==> src/rtl/arena_pkg.sv <==
// Shared types and constants for the tank arena round controller.
package arena_pkg;

   typedef enum logic [1:0] {S_IDLE, S_PLAY, S_EXPLODE, S_OVER} arena_state_t;

   localparam logic [7:0] START_KEY_DEFAULT = 8'd40;

   // Bits needed to hold a health value in 0..max_health.
   function automatic int arena_hw(input int max_health);
      return $clog2(max_health + 1);
   endfunction

endpackage

==> src/rtl/tank_vitals.sv <==
// Per-tank vitals: hit/pickup edge detection, saturating health, shield timer,
// alive and dying flags.
module tank_vitals import arena_pkg::*; #(
   parameter int MAX_HEALTH    = 32,
   parameter int DAMAGE        = 4,
   parameter int SHIELD_FRAMES = 300,
   parameter int HW            = arena_hw(MAX_HEALTH)
) (
   input  logic          frame_clk,
   input  logic          Reset,
   input  logic          round_start,
   input  logic          in_play,
   input  logic          in_explode,
   input  logic          hit,
   input  logic          shield_pickup,
   output logic [HW-1:0] health,
   output logic          alive,
   output logic          shield_on,
   output logic          dying
);

   localparam int SW       = $clog2(SHIELD_FRAMES + 1);
   localparam int DMG_CLIP = (DAMAGE > MAX_HEALTH) ? MAX_HEALTH : DAMAGE;

   localparam logic [HW-1:0] FULL        = HW'(MAX_HEALTH);
   localparam logic [HW-1:0] DMG         = HW'(DMG_CLIP);
   localparam logic [SW-1:0] SHIELD_LOAD = SW'(SHIELD_FRAMES);

   logic          hit_q;
   logic          pickup_q;
   logic          hit_edge;
   logic          pickup_edge;
   logic [SW-1:0] timer;

   assign hit_edge    = hit & ~hit_q;
   assign pickup_edge = shield_pickup & ~pickup_q;

   // NOTE: reset is synchronous and every state element uses <= so all flops
   // sample the same pre-edge values regardless of statement order.
   always_ff @(posedge frame_clk) begin
      if (Reset) begin
         hit_q     <= 1'b0;
         pickup_q  <= 1'b0;
         health    <= FULL;
         alive     <= 1'b1;
         shield_on <= 1'b0;
         dying     <= 1'b0;
         timer     <= '0;
      end else begin
         hit_q    <= hit;
         pickup_q <= shield_pickup;
         if (round_start) begin
            health    <= FULL;
            alive     <= 1'b1;
            shield_on <= 1'b0;
            dying     <= 1'b0;
            timer     <= '0;
         end else if (in_play && alive) begin
            if (hit_edge && !shield_on && (health <= DMG)) begin
               // Fatal hit: the tank leaves the round and loses its shield.
               health    <= '0;
               alive     <= 1'b0;
               dying     <= 1'b1;
               shield_on <= 1'b0;
               timer     <= '0;
            end else begin
               if (hit_edge && !shield_on)
                  health <= health - DMG;
               if (pickup_edge) begin
                  timer     <= SHIELD_LOAD;
                  shield_on <= 1'b1;
               end else if (timer != '0) begin
                  timer <= timer - 1'b1;
                  if (timer == SW'(1))
                     shield_on <= 1'b0;
               end
            end
         end else if ((in_play || in_explode) && (timer != '0)) begin
            timer <= timer - 1'b1;
            if (timer == SW'(1))
               shield_on <= 1'b0;
         end
      end
   end

endmodule

==> src/rtl/arena_match_ctrl.sv <==
// Round controller for N_TANKS players: round FSM, explosion timer, survivor
// count and winner latch around one tank_vitals per tank.
module arena_match_ctrl import arena_pkg::*; #(
   parameter int          N_TANKS        = 4,
   parameter int          MAX_HEALTH     = 32,
   parameter int          DAMAGE         = 4,
   parameter int          SHIELD_FRAMES  = 300,
   parameter int          EXPLODE_FRAMES = 60,
   parameter logic [7:0]  START_KEY      = START_KEY_DEFAULT,
   parameter int          HW             = arena_hw(MAX_HEALTH),
   parameter int          IW             = (N_TANKS > 2) ? $clog2(N_TANKS) : 1
) (
   input  logic                  frame_clk,
   input  logic                  Reset,
   input  logic [7:0]            keycode,
   input  logic [N_TANKS-1:0]    hit,
   input  logic [N_TANKS-1:0]    shield_pickup,
   output logic [N_TANKS*HW-1:0] health,
   output logic [N_TANKS-1:0]    alive,
   output logic [N_TANKS-1:0]    shield_on,
   output logic [N_TANKS-1:0]    dying,
   output logic                  game_on,
   output logic                  explosion_on,
   output logic                  round_over,
   output logic                  round_reset,
   output logic [IW-1:0]         winner,
   output logic                  winner_valid
);

   localparam int PW = $clog2(N_TANKS + 1);
   localparam int CW = $clog2(EXPLODE_FRAMES + 1);

   arena_state_t  state;
   arena_state_t  next_state;
   logic          round_start;
   logic [PW-1:0] alive_cnt;
   logic [IW-1:0] win_idx;
   logic [CW-1:0] explode_cnt;

   assign round_start = ((state == S_IDLE) || (state == S_OVER)) && (keycode == START_KEY);

   for (genvar i = 0; i < N_TANKS; i++) begin : g_tank
      tank_vitals #(
         .MAX_HEALTH    (MAX_HEALTH),
         .DAMAGE        (DAMAGE),
         .SHIELD_FRAMES (SHIELD_FRAMES),
         .HW            (HW)
      ) u_vitals (
         .frame_clk     (frame_clk),
         .Reset         (Reset),
         .round_start   (round_start),
         .in_play       (state == S_PLAY),
         .in_explode    (state == S_EXPLODE),
         .hit           (hit[i]),
         .shield_pickup (shield_pickup[i]),
         .health        (health[i*HW +: HW]),
         .alive         (alive[i]),
         .shield_on     (shield_on[i]),
         .dying         (dying[i])
      );
   end

   // NOTE: every always_comb output gets a default first so no latch is inferred.
   always_comb begin
      alive_cnt = '0;
      win_idx   = '0;
      for (int i = 0; i < N_TANKS; i++) begin
         alive_cnt = alive_cnt + PW'(alive[i]);
         if (alive[i])
            win_idx = IW'(i);
      end
   end

   always_comb begin
      next_state = state;
      case (state)
         S_IDLE:    if (round_start) next_state = S_PLAY;
         S_PLAY:    if (alive_cnt <= PW'(1)) next_state = S_EXPLODE;
         S_EXPLODE: if (explode_cnt == CW'(EXPLODE_FRAMES - 1)) next_state = S_OVER;
         S_OVER:    if (round_start) next_state = S_PLAY;
         default:   next_state = S_IDLE;
      endcase
   end

   always_ff @(posedge frame_clk) begin
      if (Reset) begin
         state        <= S_IDLE;
         explode_cnt  <= '0;
         game_on      <= 1'b0;
         explosion_on <= 1'b0;
         round_over   <= 1'b0;
         round_reset  <= 1'b0;
         winner       <= '0;
         winner_valid <= 1'b0;
      end else begin
         state        <= next_state;
         game_on      <= (next_state == S_PLAY);
         explosion_on <= (next_state == S_EXPLODE);
         round_over   <= (next_state == S_OVER);
         round_reset  <= round_start;
         explode_cnt  <= (state == S_EXPLODE) ? explode_cnt + 1'b1 : '0;
         // Zero survivors at the transition is a draw: winner_valid stays low.
         if ((state == S_PLAY) && (next_state == S_EXPLODE)) begin
            winner       <= win_idx;
            winner_valid <= (alive_cnt == PW'(1));
         end else if (round_start) begin
            winner_valid <= 1'b0;
         end
      end
   end

endmodule

==> config.mk <==
export PLATFORM = sky130hd
export DESIGN_NAME = arena_match_ctrl
export DESIGN_NICKNAME = d
export VERILOG_FILES = /design/src/rtl/arena_pkg.sv /design/src/rtl/tank_vitals.sv /design/src/rtl/arena_match_ctrl.sv
export SDC_FILE = /design/constraint.sdc
export NUM_CORES = 1
export LEC_CHECK = 0
export ABC_CLOCK_PERIOD_IN_PS = 3100
export CORE_UTILIZATION = 55
export CTS_CLUSTER_DIAMETER = 80
export DETAILED_ROUTE_END_ITERATION = 8
export PLACE_DENSITY = 0.8
export RECOVER_POWER = 100
export SLEW_MARGIN = 20
export SYNTH_ARGS = -nofsm -noshare
export SYNTH_HDL_FRONTEND = slang
export SYNTH_HIERARCHICAL = 1
export SYNTH_SLANG_ARGS = --single-unit
==> constraint.sdc <==
create_clock -name frame_clk -period 3.1 [get_ports frame_clk]
set_clock_uncertainty 0.1 [all_clocks]
set_input_delay 0.31 -clock frame_clk [delete_from_list [all_inputs] [get_ports frame_clk]]
set_output_delay 0.31 -clock frame_clk [all_outputs]
set_load 0.02 [all_outputs]
==> results of run 1 <==
[worst reg2reg max path, cell delays in order, from the launching register on]
cell and delay (ps):
dfxtp_1 330, inv_1 80, ha_1 390, nand2_1 160
or4b_1 640, o41ai_4 470, clkbuf_1 360, nor3_1 100
[per-layer routing]
layer  vias to the layer above  GRT usage
li1                       1875          -
met3                        12     0.0381
met5                         -          0
met2                        81      0.408
met1                      1842      0.290
met4                         0     0.0911
[registers in the layout, summed over array words and instances, names as in the netlist]
signal / cells
game_on: 1
g_tank.u_vitals/pickup_q: 4
winner_valid: 1
g_tank.u_vitals/hit_q: 4
g_tank.u_vitals/dying: 4
g_tank.u_vitals/shield_on: 4
state: 2
g_tank.u_vitals/health: 16
winner: 2
g_tank.u_vitals/alive: 4
round_over: 1
explosion_on: 1
explode_cnt: 6
round_reset: 1
g_tank.u_vitals/timer: 36
[per-stage QoR]
stage	hold slack, ps	util	std cells
after floorplan	282	-	498
after global placement	330	0.654	648
after detailed placement	358	0.654	648
after CTS	371	0.680	662
after global routing	389	0.672	662
final	361	0.672	662
[kinds of logic (layout without fill, tap and decap cells)]
family / after synthesis / count (layout) / share of synthesized area
DFF: 87 / 87 / 0.391
and+or+nand+nor: 193 / 193 / 0.248
muxes: 1 / 1 / 0.00225
AOI/OAI and AO/OA: 110 / 110 / 0.183
buffers and inverters: 52 / 114 / 0.0556
other: 4 / 8 / 0.00337
adders and majority gates: 27 / 27 / 0.0775
xor gates and xnor gates: 20 / 20 / 0.0393
[final cells by class]
cell class	count	share of cell area
flip-flops and latches	87	0.333
repair buffers	61	0.110
clock inverters	4	0.0139
well taps	102	0.0244
inverters	39	0.0280
multi-input cells	359	0.466
clock buffers	10	0.0244
[power breakdown]
group          switching [mW]  internal [mW]
logic                   0.185          0.138
registers              0.0397           1.15
clock network           0.383          0.444
[worst paths after layout]
check,end,slack (ps),cells past startpoint
max reg2reg,g_tank[3].u_vitals/timer[6]$_SDFFE_PP0P_,350,7
min,explode_cnt[0]$_SDFF_PP0_,360,1
max,g_tank[3].u_vitals/timer[6]$_SDFFE_PP0P_,350,7
min reg2reg,explode_cnt[0]$_SDFF_PP0_,360,1
[cell usage after synthesis, drive strengths merged (2+ instances only)]
library cell / number
nor3b: 5
nand4: 2
a211o: 4
or4b: 3
a21boi: 4
dfxtp: 87
nand3: 15
buf: 11
nor4: 7
xor2: 2
o21ai: 22
conb: 4
xnor2: 18
o21a: 12
nor2: 55
nor3: 25
or3: 6
nor2b: 10
o41ai: 8
or4: 8
a21oi: 24
clkbuf: 2
a2111oi: 3
a211oi: 16
nor4b: 7
nand2: 24
o31ai: 6
a31oi: 5
inv: 39
ha: 26
a21o: 4
or2: 12
nand4b: 10
==> flow_metrics.env, run 1 <==
export IMPL_synth_warnings=6
export IMPL_h_tree_depth=3
export IMPL_drc=0
export IMPL_maxSlewViolCount=0
export IMPL_setup_viol=0
export IMPL_drt_first_pass_iters=4
export IMPL_holdBufCountCts=0
export IMPL_hp_class="reg -> reg"
export IMPL_die_area_mm2=0.00846
export IMPL_fin_crit_sh=0.889
export IMPL_drt_met1_wl_um=4370
export IMPL_grt_pass1_vias=3617
export IMPL_hold_violations=0
export IMPL_synthFlopType="dfxtp_1"
export IMPL_syn_avg_cell_area_um2=9.01
export IMPL_track_usage=0.235
export IMPL_gp_congestion=0.868
export IMPL_path_clk_slew_ps=80
export IMPL_cap_violations=0
export IMPL_cts_resized=0
export IMPL_place_area_mm2=0.00508
export IMPL_pin_count=61
export IMPL_synth_distinct_cells=53
export IMPL_die_w_um=92.0
export IMPL_criticalPathCategory="reg -> reg"
export IMPL_syn_to_final_growth_pct=17.3
export IMPL_rsz0062_at_grt="no"
export IMPL_antenna_found_initial=0
export IMPL_reg2reg_from="state[1]$_SDFF_PP0_"
export IMPL_grt_ovfl_total=0
export IMPL_final_nets=602
export IMPL_yosys_top_cells_area="dfxtp_1 (39%), ha_1 (7.3%), nor2_1 (4.6%), xnor2_1 (3.5%), inv_1 (3.2%)"
export IMPL_max_stage_delay_ps=640
export IMPL_synth_area_mm2=0.00445
export IMPL_cts_sinks=87
export IMPL_worst_ep_arrival_time_ps=2890
export IMPL_max_slew_margin_rel=0.373
export IMPL_p_leak_nw=2.00
export IMPL_cp_max_fo=10
export IMPL_drive_gt1_frac=0.0750
export IMPL_core_mm2=0.00777
export IMPL_cts_made_buffers=9
export IMPL_ys_seq_area_frac=0.391
export IMPL_status="finished, final reports clean"
export IMPL_wl_per_cell_um=14.3
export IMPL_async_flop_share=0
export IMPL_cts_setup_buffers=0
export IMPL_cts_tree="done"
export IMPL_clk_latency_ps=350
export IMPL_clockRootBuffer="clkbuf_8"
export IMPL_timing_setup_tns_ps=0
export IMPL_fin_crit_ps=2750
export IMPL_worstSetupStartpoint="state[1]$_SDFF_PP0_"
export IMPL_yosysTopAreaCellShare=0.391
export IMPL_peakVddDrop_v=0.000294
export IMPL_fillers=658
export IMPL_diodes=0
export IMPL_multi_input_area_mm2=0.00243
export IMPL_cts_buffer_depth=2
export IMPL_critPathTopFamily="simple AND/OR/NAND/NOR gates"
export IMPL_final_common_cell="dfxtp_1"
export IMPL_fin_area_mm2=0.00522
export IMPL_grt_max_degree=19
export IMPL_vias=3810
export IMPL_wl_met3_um=336
export IMPL_pre_cts_ws_ps=501
export IMPL_wirelength_um=9470
export IMPL_initial_core_util=0.573
export IMPL_postSynthRegisterBits=87
export IMPL_grt_pass1_wl_um=16100
export IMPL_rows=32
export IMPL_port_buffers=52
export IMPL_required_ps=3230
export IMPL_cp_start_kind="flip-flop"
export IMPL_power_total_mw=2.34
export IMPL_highest_layer="met4"
export IMPL_crit_path_end_kind="flip-flop"
export IMPL_regArea_mm2=0.00174
export IMPL_clock_fmax_ghz=0.363
export IMPL_synth_cells=494
export IMPL_synth_edf_count=0
export IMPL_setup_ws_ps=345
export IMPL_antenna_left=0
export IMPL_final_cell_mix="dfxtp_1 (87), nor2_1 (55), inv_1 (38), dlygate4sd3_1 (36), ha_1 (26)"
export IMPL_tightest_slew_ps=927
export IMPL_die_y_um=92.0
export IMPL_critPathBufInv=2
export IMPL_met2_length_um=4620
export IMPL_place_hpwl_um=7020
export IMPL_cp_slowest_cell="or4b_1"
export IMPL_min_from="explode_cnt[0]$_SDFF_PP0_"
export IMPL_crit_chain="inv_1 -> ha_1 -> nand2_1 -> or4b_1 -> o41ai_4 -> clkbuf_1 -> nor3_1"
export IMPL_powerDensity_mw_per_mm2=448
export IMPL_via_per_inst=5.76
export IMPL_drtIter0Drc=158
export IMPL_yosys_area_top_type="dfxtp_1"
No activity file was read; power rests on OpenSTA's default activity.
==> inputs of run 2 (changes only) <==
--- a/config.mk
+++ b/config.mk
@@ -8,10 +8,11 @@
 export ABC_CLOCK_PERIOD_IN_PS = 3100
 export CORE_UTILIZATION = 55
 export CTS_CLUSTER_DIAMETER = 80
+export CTS_CLUSTER_SIZE = 10
 export DETAILED_ROUTE_END_ITERATION = 8
 export PLACE_DENSITY = 0.8
 export RECOVER_POWER = 100
-export SLEW_MARGIN = 20
+export SLEW_MARGIN = 10
 export SYNTH_ARGS = -nofsm -noshare
 export SYNTH_HDL_FRONTEND = slang
 export SYNTH_HIERARCHICAL = 1
==> results of run 2 <==
Same layout as run 1: the final DEF is identical, and so are final timing and power.
